[src/rtl/vc_plane_slot_mux_pkg.sv]
// Shared constants and helpers for the VC plane slot multiplexer.
package vc_plane_slot_mux_pkg;

  localparam int VC_DEFAULT         = 4;
  localparam int DATA_WIDTH_DEFAULT = 32;
  localparam int FIFO_DEPTH_DEFAULT = 4;
  localparam int STAT_WIDTH         = 16;

  // Bits needed to index 'value' entries.
  function automatic int clog2(input int value);
    int r;
    r = 0;
    while ((1 << r) < value) r++;
    return r;
  endfunction

endpackage

[src/rtl/vc_plane_slot_mux_fifo.sv]
// Single-plane synchronous FIFO with occupancy count; pushes when full and
// pops when empty are ignored.
import vc_plane_slot_mux_pkg::*;

module vc_plane_fifo #(
  parameter  int WIDTH = DATA_WIDTH_DEFAULT,
  parameter  int DEPTH = FIFO_DEPTH_DEFAULT,
  localparam int PTR_W = clog2(DEPTH),
  localparam int CNT_W = PTR_W + 1
) (
  input  logic             clk,
  input  logic             rst,
  input  logic             push,
  input  logic [WIDTH-1:0] push_data,
  input  logic             pop,
  output logic [WIDTH-1:0] head,
  output logic [CNT_W-1:0] count,
  output logic             full,
  output logic             empty
);

  logic [WIDTH-1:0] mem_q [DEPTH];
  logic [PTR_W-1:0] wr_ptr_q, wr_ptr_d;
  logic [PTR_W-1:0] rd_ptr_q, rd_ptr_d;
  logic [CNT_W-1:0] count_q, count_d;
  logic             do_push, do_pop;

  assign full    = (count_q == CNT_W'(DEPTH));
  assign empty   = (count_q == '0);
  assign do_push = push & ~full;
  assign do_pop  = pop & ~empty;
  assign head    = mem_q[rd_ptr_q];
  assign count   = count_q;

  // Power-of-two depth lets the pointers wrap without compare logic.
  always_comb begin
    wr_ptr_d = wr_ptr_q + PTR_W'(do_push);
    rd_ptr_d = rd_ptr_q + PTR_W'(do_pop);
    count_d  = count_q + CNT_W'(do_push) - CNT_W'(do_pop);
  end

  always_ff @(posedge clk or negedge rst) begin
    if (!rst) begin
      wr_ptr_q <= '0;
      rd_ptr_q <= '0;
      count_q  <= '0;
    end else begin
      wr_ptr_q <= wr_ptr_d;
      rd_ptr_q <= rd_ptr_d;
      count_q  <= count_d;
    end
  end

  always_ff @(posedge clk) begin
    if (do_push) mem_q[wr_ptr_q] <= push_data;
  end

endmodule

[src/rtl/vc_plane_slot_mux.sv]
// Drains per-VC flit FIFOs onto one shared channel, one plane per cycle as
// named by the external selector. Optional idle-slot counters: VC_PLANE_STATS_EN.
import vc_plane_slot_mux_pkg::*;

module vc_plane_slot_mux #(
  parameter int VC         = VC_DEFAULT,
  parameter int DATA_WIDTH = DATA_WIDTH_DEFAULT,
  parameter int FIFO_DEPTH = FIFO_DEPTH_DEFAULT
) (
  input  logic                     clk,
  input  logic                     rst,
  input  logic [VC:0]              vc_plane_selector,
  input  logic [VC*DATA_WIDTH-1:0] in_data,
  input  logic [VC-1:0]            in_valid,
  output logic [VC-1:0]            in_ready,
  output logic [DATA_WIDTH-1:0]    out_data,
  output logic [VC:0]              out_vc,
  output logic                     out_valid,
  input  logic                     out_ready,
  output logic                     sel_error
`ifdef VC_PLANE_STATS_EN
  ,
  output logic [VC*STAT_WIDTH-1:0] idle_slots
`endif
);

  localparam int SEL_W = VC + 1;
  localparam int CNT_W = clog2(FIFO_DEPTH) + 1;

  logic [DATA_WIDTH-1:0] head [VC];
  logic [CNT_W-1:0]      cnt  [VC];
  logic [VC-1:0]         full, empty, push, pop;

  logic                  load, sel_ok, sel_empty, do_pop;
  logic [DATA_WIDTH-1:0] sel_head;

  logic [DATA_WIDTH-1:0] out_data_q, out_data_d;
  logic [VC:0]           out_vc_q, out_vc_d;
  logic                  out_valid_q, out_valid_d;
  logic                  sel_error_q, sel_error_d;

  for (genvar i = 0; i < VC; i++) begin : g_fifo
    // in_ready is forced low while reset is held.
    assign in_ready[i] = rst & (cnt[i] != CNT_W'(FIFO_DEPTH));
    assign push[i]     = in_valid[i] & ~full[i];

    vc_plane_fifo #(.WIDTH(DATA_WIDTH), .DEPTH(FIFO_DEPTH)) u_fifo (
      .clk       (clk),
      .rst       (rst),
      .push      (push[i]),
      .push_data (in_data[i*DATA_WIDTH +: DATA_WIDTH]),
      .pop       (pop[i]),
      .head      (head[i]),
      .count     (cnt[i]),
      .full      (full[i]),
      .empty     (empty[i])
    );
  end

  // A stalled output register swallows the slot: no pop, selector ignored.
  always_comb begin
    load      = out_ready | ~out_valid_q;
    sel_ok    = (vc_plane_selector < SEL_W'(VC));
    sel_empty = 1'b1;
    sel_head  = '0;
    for (int i = 0; i < VC; i++) begin
      if (vc_plane_selector == SEL_W'(i)) begin
        sel_empty = empty[i];
        sel_head  = head[i];
      end
    end
    do_pop = load & sel_ok & ~sel_empty;
    pop    = '0;
    for (int i = 0; i < VC; i++) begin
      pop[i] = do_pop & (vc_plane_selector == SEL_W'(i));
    end
    out_valid_d = load ? do_pop : out_valid_q;
    out_data_d  = do_pop ? sel_head : out_data_q;
    out_vc_d    = do_pop ? vc_plane_selector : out_vc_q;
    sel_error_d = ~sel_ok;
  end

  always_ff @(posedge clk or negedge rst) begin
    if (!rst) begin
      out_data_q  <= '0;
      out_vc_q    <= '0;
      out_valid_q <= 1'b0;
      sel_error_q <= 1'b0;
    end else begin
      out_data_q  <= out_data_d;
      out_vc_q    <= out_vc_d;
      out_valid_q <= out_valid_d;
      sel_error_q <= sel_error_d;
    end
  end

  assign out_data  = out_data_q;
  assign out_vc    = out_vc_q;
  assign out_valid = out_valid_q;
  assign sel_error = sel_error_q;

`ifdef VC_PLANE_STATS_EN
  logic [STAT_WIDTH-1:0] idle_q [VC];
  logic [STAT_WIDTH-1:0] idle_d [VC];

  // A wasted slot: this plane owned an accepting cycle but had nothing queued.
  always_comb begin
    for (int i = 0; i < VC; i++) begin
      idle_d[i] = idle_q[i];
      if (load && (vc_plane_selector == SEL_W'(i)) && empty[i] && (idle_q[i] != '1))
        idle_d[i] = idle_q[i] + STAT_WIDTH'(1);
    end
  end

  always_ff @(posedge clk or negedge rst) begin
    if (!rst) begin
      for (int i = 0; i < VC; i++) idle_q[i] <= '0;
    end else begin
      for (int i = 0; i < VC; i++) idle_q[i] <= idle_d[i];
    end
  end

  for (genvar i = 0; i < VC; i++) begin : g_stat
    assign idle_slots[i*STAT_WIDTH +: STAT_WIDTH] = idle_q[i];
  end
`endif

endmodule

[config.mk]
export PLATFORM = sky130hd
export DESIGN_NAME = vc_plane_slot_mux
export DESIGN_NICKNAME = d
export VERILOG_FILES = /design/src/rtl/vc_plane_slot_mux_pkg.sv /design/src/rtl/vc_plane_slot_mux_fifo.sv /design/src/rtl/vc_plane_slot_mux.sv
export SDC_FILE = /design/constraint.sdc
export NUM_CORES = 1
export LEC_CHECK = 0
export CAP_MARGIN = 20
export CORE_ASPECT_RATIO = 1.2
export CORE_MARGIN = 5
export CORE_UTILIZATION = 30
export CTS_BUF_LIST = sky130_fd_sc_hd__clkbuf_8
export CTS_CLUSTER_SIZE = 10
export DETAILED_ROUTE_END_ITERATION = 10
export PLACE_DENSITY = 0.53
export SETUP_SLACK_MARGIN = 0.02
export SLEW_MARGIN = 5
export SYNTH_ARGS = -nofsm -noshare
export SYNTH_HDL_FRONTEND = slang
export SYNTH_SLANG_ARGS = --single-unit
[constraint.sdc]
create_clock -name clk -period 6.7 [get_ports clk]
set_input_delay 0.67 -clock clk [delete_from_list [all_inputs] [get_ports clk]]
set_output_delay 0.67 -clock clk [all_outputs]
set_load 0.02 [all_outputs]
==> run summary <==
Net Switching - 0.00244 W
initial antenna violation count - 22
# fillers - 6,767
Clk pin slew, worst setup/hold paths - 0.06 ns
outcome - finished clean
Initial Util - 0.302
vias in the first global route - 11,300
Final HPWL DP - 34,400 µm
WHS Path Cells - 1
f_max - 279 MHz
Leak - 8.90 nW
chip height - 308 µm
critical path peak fanout - 29
synth top area cells - edfxtp_1, mux4_2, dfrtp_1
clk_lat worst skew - 0.65 ns
syn_area_per_cell - 22.7 µm²
Switching Fraction - 0.265
Final Hold Fails - 0
CP required - 7.25 ns
maximum clock insertion buffer count - 3
first-pass GRT wire length - 77,300 µm
final wirelength - 52,400 µm
Power, Total - 0.00920 W
row count - 109
pin count of the biggest net entering global routing - 37
post-synthesis sequential area ratio - 0.771
Netlist cell types - 39
Synth area leader - edfxtp_1
Async SR Flop Fraction - 0.116
period utilisation layout - 0.534
postcts setup bufs - 0
WHS Endpoint - g_fifo[1].u_fifo.rd_ptr_q[1]
crit end category - flop
Startpoint Class - primary input
initial drt markers - 686
Core Box Area - 73,400 µm²
Yosys warning total - 0
Slew HR - 0.297
max-cap viol count - 0
TNS Setup - 0 ns
CTS Buf Count - 87
DIE WIDTH - 258 µm
Synth top area share - 0.695
most common flop cell mapped by yosys - edfxtp_1
worst vdd ir - 0.000154 V
Post-Syn Instances - 976
Yosys reg bits - 579
Post-Synthesis Cell Area - 22,100 µm²
Reg2Reg Depth - 12
Root Buffer Master - clkbuf_8
IO Pins - 183
sequential power share - 0.540
total clock sinks - 579
Setup CP Type - primary input to flop
Worst Hold Launch - g_fifo[1].u_fifo.rd_ptr_q[1]
Final ANT Viol Nets - 0
Clock Skew - 0.0204 ns
drt pass-1 iters - 5
setup ws final - 3.12 ns
count leader, synth - edfxtp_1
max-slew violation count - 0
Syn-to-layout area delta - 20.8%
Final GP Congestion - 0.725
Comb pwr share - 0.174
RSZ-0062 raised after global routing - no
fin crit period - 3.58 ns
H-tree depth - 3
worst-margin pin slew - 1.05 ns
net count after synthesis - 1,134
nets@finish - 1,377
worst r2r dst - g_fifo[1].u_fifo.count[2]
# setup viols final - 0
Via density - 4.68
Overall Global Routing Usage - 0.132
residual DRC count - 0
GRT overflow - 0
die area - 79,300 µm²
pwr dens - 344 nW/µm²
number of flops mapped to enable cells by yosys - 512
Synth top cells by count - edfxtp_1, mux4_2, dfrtp_1
Hold Crit Class - flop to flop
dpl cell area - 25,100 µm²
layout cells sized above 1 - 0.237
Internal Power - 0.00676 W
register-to-register setup slack - 3.30 ns
Clk pwr share - 0.286
Finished Cell Area - 26,700 µm²
Cells after DPL - 2,072
DR WL/cell - 23.4 µm
Reg2Reg Launch Point - g_fifo[2].u_fifo.count[1]
vias - 10,500
Place WS - 2.41 ns
CTS tree - done
port bufs - 182
WP data arrival - 4.13 ns
Finished Layout Cells - 2,244
==> metrics by stage <==
stage	hold WS [ns]	utilization
after floorplan	0.374	-
after global placement	0.449	0.342
after detailed placement	0.456	0.342
after CTS	0.464	0.364
after global routing	0.481	0.364
final	0.469	0.364
==> flip-flops by register name, summed over array words and instances (netlist names) <==
register,flops
g_fifo.u_fifo.rd_ptr_q,8
out_vc,5
out_valid,1
out_data,32
sel_error,1
g_fifo.u_fifo.mem_q,512
g_fifo.u_fifo.count,12
g_fifo.u_fifo.wr_ptr_q,8
==> power groups by stage <==
| stage | combinational [W] | clock [W] | sequential, W |
|---|---|---|---|
| global placement | 0.00163 | 0 | 0.00501 |
| global route | 0.00174 | 0.00291 | 0.00503 |
| floorplan | 0.00100 | 0 | 0.00501 |
| CTS | 0.00167 | 0.00274 | 0.00498 |
| detailed placement | 0.00166 | 0 | 0.00505 |
| finish | 0.00160 | 0.00263 | 0.00497 |
==> cell usage in the layout, fill, tap and decap left out, types with 2 or more instances in the layout <==
| cell | netlist | routed |
|---|---|---|
| nor3_2 | 2 | 2 |
| clkbuf_8 | 0 | 95 |
| mux4_1 | 11 | 11 |
| clkinv_2 | 0 | 6 |
| o21ai_0 | 2 | 2 |
| diode_2 | 0 | 16 |
| nor3_1 | 3 | 2 |
| and3_2 | 0 | 4 |
| a21oi_1 | 2 | 2 |
| clkdlybuf4s50_1 | 0 | 181 |
| inv_1 | 16 | 54 |
| dfrtp_1 | 67 | 61 |
| ha_1 | 14 | 14 |
| fa_1 | 4 | 4 |
| o31ai_1 | 2 | 2 |
| xnor2_1 | 10 | 10 |
| nor4_1 | 2 | 2 |
| and3_1 | 6 | 2 |
| mux4_2 | 117 | 117 |
| a22o_1 | 32 | 32 |
| clkinvlp_4 | 0 | 2 |
| nor2_4 | 0 | 5 |
| edfxtp_1 | 512 | 512 |
| nor2_1 | 12 | 7 |
| and3b_2 | 0 | 3 |
| and2_1 | 10 | 10 |
| xor2_1 | 8 | 8 |
| mux2_2 | 33 | 33 |
| a221o_1 | 32 | 32 |
| nand2_1 | 12 | 12 |
| clkinv_1 | 0 | 12 |
| dfrtp_2 | 0 | 6 |
| buf_4 | 2 | 21 |
| nor3b_2 | 1 | 4 |
==> critical path, cell delays in order <==
cell	delay, ns
clkdlybuf4s50_1	0.61
nor4_1	0.41
a21oi_1	0.16
a2bb2oi_4	0.38
buf_4	0.47
nor2_1	0.14
ha_1	0.29
inv_1	0.05
ha_1	0.12
inv_1	0.05
fa_1	0.40
xnor2_1	0.19
xnor2_1	0.16
==> cell families after synthesis <==
kind of cell,synth area share
adders and majority gates,0.0115
buffers and inverters,0.0165
AOI/OAI and AO/OA,0.0295
DFF,0.771
and+or+nand+nor,0.0160
muxes,0.149
xor gates and xnor gates,0.00712
==> area by class of cell <==
cell class,count,area [µm²],share of cell area
Timing Repair Buffer,204,2010,0.0751
Clock inverter,60,272,0.0102
Inverter,16,60.1,0.00225
Tap cell,943,1180,0.0441
Sequential cell,579,17100,0.638
Multi-Input combinational cell,331,4820,0.180
Clock buffer,95,1310,0.0489
Antenna cell,16,40.0,0.00150
==> routing by layer <==
| metal | share of wire | track usage |
|---|---|---|
| met2 | 0.50 | 0.218 |
| met3 | 0.071 | 0.0472 |
| met4 | 0.018 | 0.0401 |
| met5 | 0.0012 | 0 |
| met1 | 0.41 | 0.163 |
==> how the worst max path moves through the flow <==
stage | startpoint | end | slack [ns]
floorplan | in_valid[0] | g_fifo[0].u_fifo.mem_q[0][0] | 2.96
finish | vc_plane_selector[1] | g_fifo[1].u_fifo.count[2] | 3.12
global placement | vc_plane_selector[1] | g_fifo[0].u_fifo.count[2] | 2.51
global route | vc_plane_selector[1] | g_fifo[1].u_fifo.count[2] | 2.89
CTS | vc_plane_selector[1] | g_fifo[1].u_fifo.count[2] | 3.14
detailed placement | vc_plane_selector[1] | g_fifo[1].u_fifo.count[2] | 2.41
==> what timing repair did <==
item,CTS,global route
resized for setup,0,0
hold endpoints to repair,31,0
hold buffers,1,0
No activity file was read; power rests on OpenSTA's default activity.
